File: src/rtl/nibble_serial_add_ctrl_pkg.sv
// Shared definitions for the nibble-serial add sequencer: state encoding
// and the nibble width of the external ripple adder.
package nibble_serial_add_ctrl_pkg;

    localparam int NIBBLE_W = 4;

    typedef enum logic [1:0] {
        ST_IDLE = 2'd0,
        ST_RUN  = 2'd1,
        ST_DONE = 2'd2
    } state_t;

endpackage : nibble_serial_add_ctrl_pkg

File: src/rtl/nibble_serial_add_ctrl.sv
// Sequences a WIDTH-bit addition through one shared external 4-bit adder,
// LSB nibble first, with the carry registered between nibbles.
module nibble_serial_add_ctrl
    import nibble_serial_add_ctrl_pkg::*;
#(
    parameter int WIDTH = 16
) (
    input  logic             clk,
    input  logic             rst,
    input  logic             start,
    input  logic [WIDTH-1:0] a,
    input  logic [WIDTH-1:0] b,
    input  logic             cin,
    output logic             busy,
    output logic             done,
    output logic [WIDTH-1:0] sum,
    output logic             cout,
    output logic [3:0]       add_a,
    output logic [3:0]       add_b,
    output logic             add_cin,
    input  logic [3:0]       add_sum,
    input  logic             add_cout
);

    localparam int NIBBLES = WIDTH / NIBBLE_W;
    localparam int IDX_W   = (NIBBLES > 1) ? $clog2(NIBBLES) : 1;

    state_t             state_q, state_d;
    logic [WIDTH-1:0]   a_q, a_d;
    logic [WIDTH-1:0]   b_q, b_d;
    logic [WIDTH-1:0]   sum_q, sum_d;
    logic [IDX_W-1:0]   idx_q, idx_d;
    logic               carry_q, carry_d;
    logic               cout_q, cout_d;

    logic [NIBBLE_W-1:0] a_nib [NIBBLES];
    logic [NIBBLE_W-1:0] b_nib [NIBBLES];
    logic                run;
    logic                last_nib;

    // Operand latches viewed as nibble arrays so the mux index is just idx_q.
    for (genvar gi = 0; gi < NIBBLES; gi++) begin : g_nib
        assign a_nib[gi] = a_q[gi*NIBBLE_W +: NIBBLE_W];
        assign b_nib[gi] = b_q[gi*NIBBLE_W +: NIBBLE_W];
    end

    assign run      = (state_q == ST_RUN);
    assign last_nib = (idx_q == IDX_W'(NIBBLES - 1));

    // Adder inputs are held at zero outside RUN to keep the shared adder quiet.
    assign add_a   = run ? a_nib[idx_q] : '0;
    assign add_b   = run ? b_nib[idx_q] : '0;
    assign add_cin = run ? carry_q      : 1'b0;

    assign busy = run;
    assign done = (state_q == ST_DONE);
    assign sum  = sum_q;
    assign cout = cout_q;

    always_comb begin
        state_d = state_q;
        a_d     = a_q;
        b_d     = b_q;
        sum_d   = sum_q;
        idx_d   = idx_q;
        carry_d = carry_q;
        cout_d  = cout_q;

        case (state_q)
            ST_IDLE, ST_DONE: begin
                if (start) begin
                    a_d     = a;
                    b_d     = b;
                    carry_d = cin;
                    idx_d   = '0;
                    state_d = ST_RUN;
                end else begin
                    state_d = ST_IDLE;
                end
            end
            ST_RUN: begin
                for (int i = 0; i < NIBBLES; i++) begin
                    if (idx_q == IDX_W'(i)) begin
                        sum_d[i*NIBBLE_W +: NIBBLE_W] = add_sum;
                    end
                end
                carry_d = add_cout;
                idx_d   = idx_q + IDX_W'(1);
                if (last_nib) begin
                    cout_d  = add_cout;
                    idx_d   = '0;
                    state_d = ST_DONE;
                end
            end
            default: state_d = ST_IDLE;
        endcase
    end

    always_ff @(posedge clk or posedge rst) begin
        if (rst) begin
            state_q <= ST_IDLE;
            a_q     <= '0;
            b_q     <= '0;
            sum_q   <= '0;
            idx_q   <= '0;
            carry_q <= 1'b0;
            cout_q  <= 1'b0;
        end else begin
            state_q <= state_d;
            a_q     <= a_d;
            b_q     <= b_d;
            sum_q   <= sum_d;
            idx_q   <= idx_d;
            carry_q <= carry_d;
            cout_q  <= cout_d;
        end
    end

endmodule : nibble_serial_add_ctrl

File: config.mk
export PLATFORM = sky130hd
export DESIGN_NAME = nibble_serial_add_ctrl
export DESIGN_NICKNAME = d
export VERILOG_FILES = /design/src/rtl/nibble_serial_add_ctrl_pkg.sv /design/src/rtl/nibble_serial_add_ctrl.sv
export SDC_FILE = /design/constraint.sdc
export NUM_CORES = 1
export LEC_CHECK = 0
export ABC_AREA = 1
export CORE_ASPECT_RATIO = 0.7
export CORE_MARGIN = 1.5
export CORE_UTILIZATION = 37
export DETAILED_ROUTE_END_ITERATION = 12
export PLACE_DENSITY_LB_ADDON = 0.15
export SYNTH_ARGS = -nofsm -noshare
export SYNTH_HDL_FRONTEND = slang
export SYNTH_SLANG_ARGS = --single-unit
export TNS_END_PERCENT = 50
File: constraint.sdc
create_clock -name clk -period 4.2 [get_ports clk]
set_clock_uncertainty 0.15 [all_clocks]
set_input_delay 0.84 -clock clk [delete_from_list [all_inputs] [get_ports clk]]
set_output_delay 0.84 -clock clk [all_outputs]
set_load 0.005 [all_outputs]
==> results of run 1 <==
==> metal layers <==
metal  GRT usage [%]  vias up  part of all wire (%)
met5               0        -                     0
met4            5.16        0                   1.4
met3            3.75        8                   5.3
met2            23.9       55                    42
met1            24.2      927                    51
li1                -     1022                     -
==> cells in the mapped netlist (all sizes together) <==
library cell,n
nor2,34
or2,1
o21ai,20
buf,13
nand3,16
nand2,63
ha,4
inv,45
clkinv,1
dfrtp,54
a21oi,40
==> report_power, final <==
group / internal, mW / switching [mW]
Combinational: 0.525 / 0.548
Clock: 0.128 / 0.160
Sequential: 0.767 / 0.132
Total: 1.42 / 0.841
==> final timing paths <==
path                                       from                   to  slack, ns  depth (start not counted)
min in group asynchronous                   rst  a_q[10]$_DFFE_PP0P_       0.99                          2
setup reg to reg           idx_q[1]$_DFFE_PP0P_   sum[7]$_DFFE_PP0P_       2.26                          4
hold reg to reg             sum[12]$_DFFE_PP0P_  sum[12]$_DFFE_PP0P_       0.34                          2
setup / recovery           idx_q[0]$_DFFE_PP0P_             add_b[0]       0.90                          5
hold / removal              sum[12]$_DFFE_PP0P_  sum[12]$_DFFE_PP0P_       0.34                          2
max in group asynchronous                   rst  carry_q$_DFFE_PP0P_       2.24                          2
==> per-stage QoR <==
step	total power, mW	hold WS [ns]	instance area, um^2	cells
floorplan	1.52	0.299	2440	291
global placement	1.97	0.316	3130	425
detailed placement	2.00	0.316	3130	425
CTS	2.29	0.339	3220	431
global route	2.48	0.358	3220	431
finish	2.26	0.338	3220	431
==> worst register-to-register path: stages (launching register included) <==
cell      delay, ns
dfrtp_1        0.59
clkinv_1       0.44
ha_1           0.33
nand2_1        0.20
o21ai_0        0.12
==> state kept, by name, summed over array words and instances (netlist names) <==
register and flops:
a_q 16, b_q 16, sum 16, idx_q 2, state_q 2, carry_q 1, cout 1
==> cell usage in the layout, fill, tap and decap left out <==
master           Yosys  routed
clkdlybuf4s50_1      0      68
nand2_1             61      61
dfrtp_1             54      54
inv_1               42      41
a21oi_1             40      40
nor2_1              34      34
nand3_1             16      16
o21ai_0             13      13
clkbuf_8             0       6
o21ai_2              5       5
inv_2                3       4
ha_1                 4       4
nand2_2              2       2
o21ai_1              2       2
or2_2                1       1
clkinv_1             1       1
buf_4                1       1
==> cells by family (layout without fill, tap and decap cells) <==
| group | Yosys count | in the layout | share of synthesized area [%] |
|---|---|---|---|
| flip-flops | 54 | 54 | 55.4 |
| adder cells (fa/ha/maj) | 4 | 4 | 2.05 |
| buffers and inverters | 59 | 121 | 10.9 |
| AO/OA/AOI/OAI | 60 | 60 | 13.1 |
| AND/OR/NAND/NOR | 114 | 114 | 18.7 |
==> area by class of cell <==
| cell class | instances | area [um^2] | area share (%) |
|---|---|---|---|
| clock buffer | 6 | 82.6 | 2.57 |
| inverter | 46 | 173 | 5.37 |
| multi-input combinational | 178 | 825 | 25.6 |
| sequential | 54 | 1350 | 42.0 |
| tap | 78 | 97.6 | 3.03 |
| timing repair buffer | 69 | 688 | 21.4 |
==> impl_metrics.env, run 1 <==
export IMPL_cp_max_fo=21
export IMPL_finalSetupTns_ns=0
export IMPL_grt_overflow=0
export IMPL_crit_path_max_incr_delay_ns=0.78
export IMPL_p_per_area_mw_per_mm2=703
export IMPL_cts_made_buffers=5
export IMPL_dp_slack_ns=1.22
export IMPL_yosys_register_bits=54
export IMPL_yosys_area_top_type="dfrtp_1"
export IMPL_p_leak_nw=1.58
export IMPL_ant_nets=0
export IMPL_wire_per_inst_um=12.8
export IMPL_cts_sinks=54
export IMPL_yosys_cell_types_count=17
export IMPL_path_cells="inv_2, nand2_1, nand3_1, a21oi_1, clkdlybuf4s50_1"
export IMPL_vdd_drop_max_uv=334
export IMPL_criticalPathCategory="reg -> out"
export IMPL_rsz0062_at_grt="no"
export IMPL_synth_top_area_share_pct=55.4
export IMPL_critPathTopFamily="buffers and inverters"
export IMPL_die_h_um=71.0
export IMPL_finalSetupViolCount=0
export IMPL_cp_arrival_ns=2.31
export IMPL_period_needed_ns=3.30
export IMPL_drt_wl_total_um=5510
export IMPL_initial_core_util_pct=38.7
export IMPL_hold_viol_final=0
export IMPL_fillCellCount=615
export IMPL_antennaDiodeCount=0
export IMPL_cp_start_kind="register"
export IMPL_grt_max_degree=55
export IMPL_post_route_period_util_pct=78.6
export IMPL_cts_tree="built"
export IMPL_ios=69
export IMPL_slew_limit_headroom_pct=25.6
export IMPL_synth_cells=291
export IMPL_ys_seq_area_share_pct=55.4
export IMPL_timing_fmax_ghz=0.303
export IMPL_port_buffers=68
export IMPL_yosys_top_cells_area="dfrtp_1 55%, nand2_1 9.4%, a21oi_1 8.2%, inv_1 6.5%, nor2_1 5.2%"
export IMPL_drc_errors=0
export IMPL_clk_latency_ns=0.31
export IMPL_cp_required_ns=3.21
export IMPL_syn_nets=336
export IMPL_h_tree_depth=2
export IMPL_ctsHoldBuffers=0
export IMPL_core_area_mm2=0.00631
export IMPL_clk_path_buf_depth=2
export IMPL_die_width_um=100
export IMPL_hold_class="reg -> reg"
export IMPL_vias_per_cell=4.67
export IMPL_vias=2012
export IMPL_critPathSlowestCell="dfrtp_1"
export IMPL_synthToLayoutAreaGrowth_pct=31.8
export IMPL_grt_antenna_before_repair=0
export IMPL_syn_area_mm2=0.00244
export IMPL_status="finished clean"
export IMPL_grt_use_total_pct=16.4
export IMPL_cts_clk_slew_worst_paths_ns=0.09
export IMPL_drive_gt1_share_pct=5.38
export IMPL_worst_slew_pin_slew_ns=1.11
export IMPL_grt_pass1_vias=1916
export IMPL_gp_congestion=0.775
export IMPL_fin_util_pct=51.0
export IMPL_placementRows=24
export IMPL_postCtsSetupRepairBufs=0
export IMPL_cp_num_buf_inv=2
export IMPL_grt_pass1_wl_um=9050
export IMPL_ctsResizeCount=0
export IMPL_drt_iter0_markers=136
export IMPL_end_kind="output pin"
export IMPL_drt_pass1_iter_count=4
export IMPL_final_nets=399
export IMPL_dpl_hpwl_um=3870
export IMPL_syn_avg_cell_area_um2=8.39
export IMPL_layout_setup_ws_ns=0.899
export IMPL_slew_viol_final=0
export IMPL_dieArea_mm2=0.00710
export IMPL_maxCapViolations=0
export IMPL_yosysWarningCount=0
export IMPL_root_buffer="clkbuf_8"
Power figures use the tool's default switching activity.
==> run 2: changes to the inputs <==
- clock period: 4.2 -> 3.2 ns (I/O delays scaled with it)
==> run 2 against run 1 <==
  * Sequential power is 29% higher
  * Flip-flop and latch count did not move
  * Core utilization is 0.62 points higher
  * Register-to-register slack worse by 0.92 ns
  * Power is 32% higher
  * Non-clock buffer count grew 4
  * Via count down 2.3%
  * Critical path type unchanged
  * Critical endpoint unchanged
  * Largest power group unchanged
  * Highest routed layer unchanged
==> impl_metrics.env, run 2 (synthesized netlist as in run 1, its figures left out) <==
export IMPL_hold_viol_final=0
export IMPL_vdd_drop_max_uv=267
export IMPL_cts_clk_slew_worst_paths_ns=0.09
export IMPL_grt_max_degree=27
export IMPL_end_kind="output pin"
export IMPL_cts_made_buffers=5
export IMPL_timing_fmax_ghz=0.345
export IMPL_wire_per_inst_um=12.4
export IMPL_drc_errors=0
export IMPL_maxCapViolations=0
export IMPL_worstReg2RegEnd="sum[7]$_DFFE_PP0P_"
export IMPL_grt_pass1_wl_um=8980
export IMPL_p_leak_nw=1.60
export IMPL_port_buffers=68
export IMPL_path_cells="inv_2, nand2_1, nand3_1, a21oi_1, clkdlybuf4s50_1"
export IMPL_final_common_cell="clkdlybuf4s50_1"
export IMPL_cp_arrival_ns=2.11
export IMPL_holdCritStartpoint="sum[12]$_DFFE_PP0P_"
export IMPL_critPathSlowestCell="dfrtp_1"
export IMPL_reg2reg_slack_ns=1.34
export IMPL_cts_tree="built"
export IMPL_cts_sinks=54
export IMPL_status="finished clean"
export IMPL_synthToLayoutAreaGrowth_pct=33.4
export IMPL_fin_util_pct=51.6
export IMPL_root_buffer="clkbuf_8"
export IMPL_worst_slew_pin_slew_ns=0.451
export IMPL_ctsHoldBuffers=0
export IMPL_post_dp_cell_area_mm2=0.00316
export IMPL_whs_path_depth=2
export IMPL_grt_use_total_pct=16.4
export IMPL_drive_gt1_share_pct=6.69
export IMPL_core_area_mm2=0.00631
export IMPL_period_needed_ns=2.90
export IMPL_grt_antenna_before_repair=0
export IMPL_postCtsSetupRepairBufs=0
export IMPL_die_width_um=100
export IMPL_crit_reg2reg_launch="idx_q[1]$_DFFE_PP0P_"
export IMPL_grt_pass1_vias=1840
export IMPL_clk_path_buf_depth=2
export IMPL_cp_num_buf_inv=2
export IMPL_h_tree_depth=2
export IMPL_cp_start_kind="register"
export IMPL_power_mw=2.99
export IMPL_criticalPathCategory="reg -> out"
export IMPL_crit_path_max_incr_delay_ns=0.60
export IMPL_initial_core_util_pct=38.7
export IMPL_hold_end="sum[12]$_DFFE_PP0P_"
export IMPL_ant_nets=0
export IMPL_clk_latency_ns=0.30
export IMPL_r2r_cells=4
export IMPL_drt_pass1_iter_count=4
export IMPL_ios=69
export IMPL_dpl_hpwl_um=4070
export IMPL_final_area_mm2=0.00326
export IMPL_slew_viol_final=0
export IMPL_cp_max_fo=18
export IMPL_placementRows=24
export IMPL_rsz0062_at_grt="no"
export IMPL_slew_limit_headroom_pct=69.9
export IMPL_grt_overflow=0
export IMPL_finalSetupViolCount=0
export IMPL_fillCellCount=627
export IMPL_post_route_period_util_pct=90.6
export IMPL_ctsResizeCount=0
export IMPL_gp_congestion=0.751
export IMPL_drt_iter0_markers=52
export IMPL_critPathTopFamily="buffers and inverters"
export IMPL_dieArea_mm2=0.00710
export IMPL_holdWs_ns=0.341
export IMPL_p_per_area_mw_per_mm2=917
export IMPL_cp_required_ns=2.41
export IMPL_final_cell_mix="68 x clkdlybuf4s50_1, 61 x nand2_1, 54 x dfrtp_1"
export IMPL_drt_wl_total_um=5400
export IMPL_die_h_um=71.0
export IMPL_finalSetupTns_ns=0
export IMPL_antennaDiodeCount=0
export IMPL_vias_per_cell=4.50
export IMPL_vias=1965
export IMPL_path_depth=5
export IMPL_hold_class="reg -> reg"
export IMPL_final_nets=403
## run 2: worst max-delay path by stage
stage	start	end
final	idx_q[0]$_DFFE_PP0P_	add_b[0]
after global routing	idx_q[1]$_DFFE_PP0P_	add_b[0]
after CTS	idx_q[0]$_DFFE_PP0P_	add_b[0]
after detailed placement	idx_q[0]$_DFFE_PP0P_	add_a[1]
after global placement	idx_q[0]$_DFFE_PP0P_	add_b[0]
after floorplan	rst	a_q[0]$_DFFE_PP0P_
## run 2: worst reg2reg max path, delay by kind of cell (launching register included)
| family | cells | cell delay, ns |
|---|---|---|
| and+or+nand+nor | 1 | 0.20 |
| adders and majority gates | 1 | 0.31 |
| DFF | 1 | 0.56 |
| buffers and inverters | 1 | 0.39 |
| AOI/OAI and AO/OA | 1 | 0.13 |
## run 2: layout make-up
| cell class | count | area (um^2) | share of cell area, % |
|---|---|---|---|
| Sequential cell | 54 | 1350 | 41.5 |
| Multi-Input combinational cell | 178 | 825 | 25.3 |
| Timing Repair Buffer | 73 | 718 | 22.1 |
| Inverter | 46 | 173 | 5.30 |
| Tap cell | 78 | 97.6 | 3.00 |
| Clock buffer | 7 | 86.3 | 2.65 |
| Clock inverter | 1 | 5.00 | 0.154 |
## run 2: report_power, final
part / switching, mW / internal (mW)
sequential: 0.151 / 1.01
combinational: 0.737 / 0.703
clock: 0.213 / 0.175
total: 1.10 / 1.88
## run 2: per-layer routing
layer  part of all wire [%]  GRT usage, %
met4                    1.7          5.63
met1                     54          26.6
met3                    4.4          3.75
met5                      0             0
met2                     40          20.9
## run 2: through the flow
stage	std cells	setup WS [ns]
after detailed placement	429	0.690
after floorplan	291	1.10
after global placement	429	0.743
after CTS	437	0.328
final	437	0.302
after global routing	437	0.172
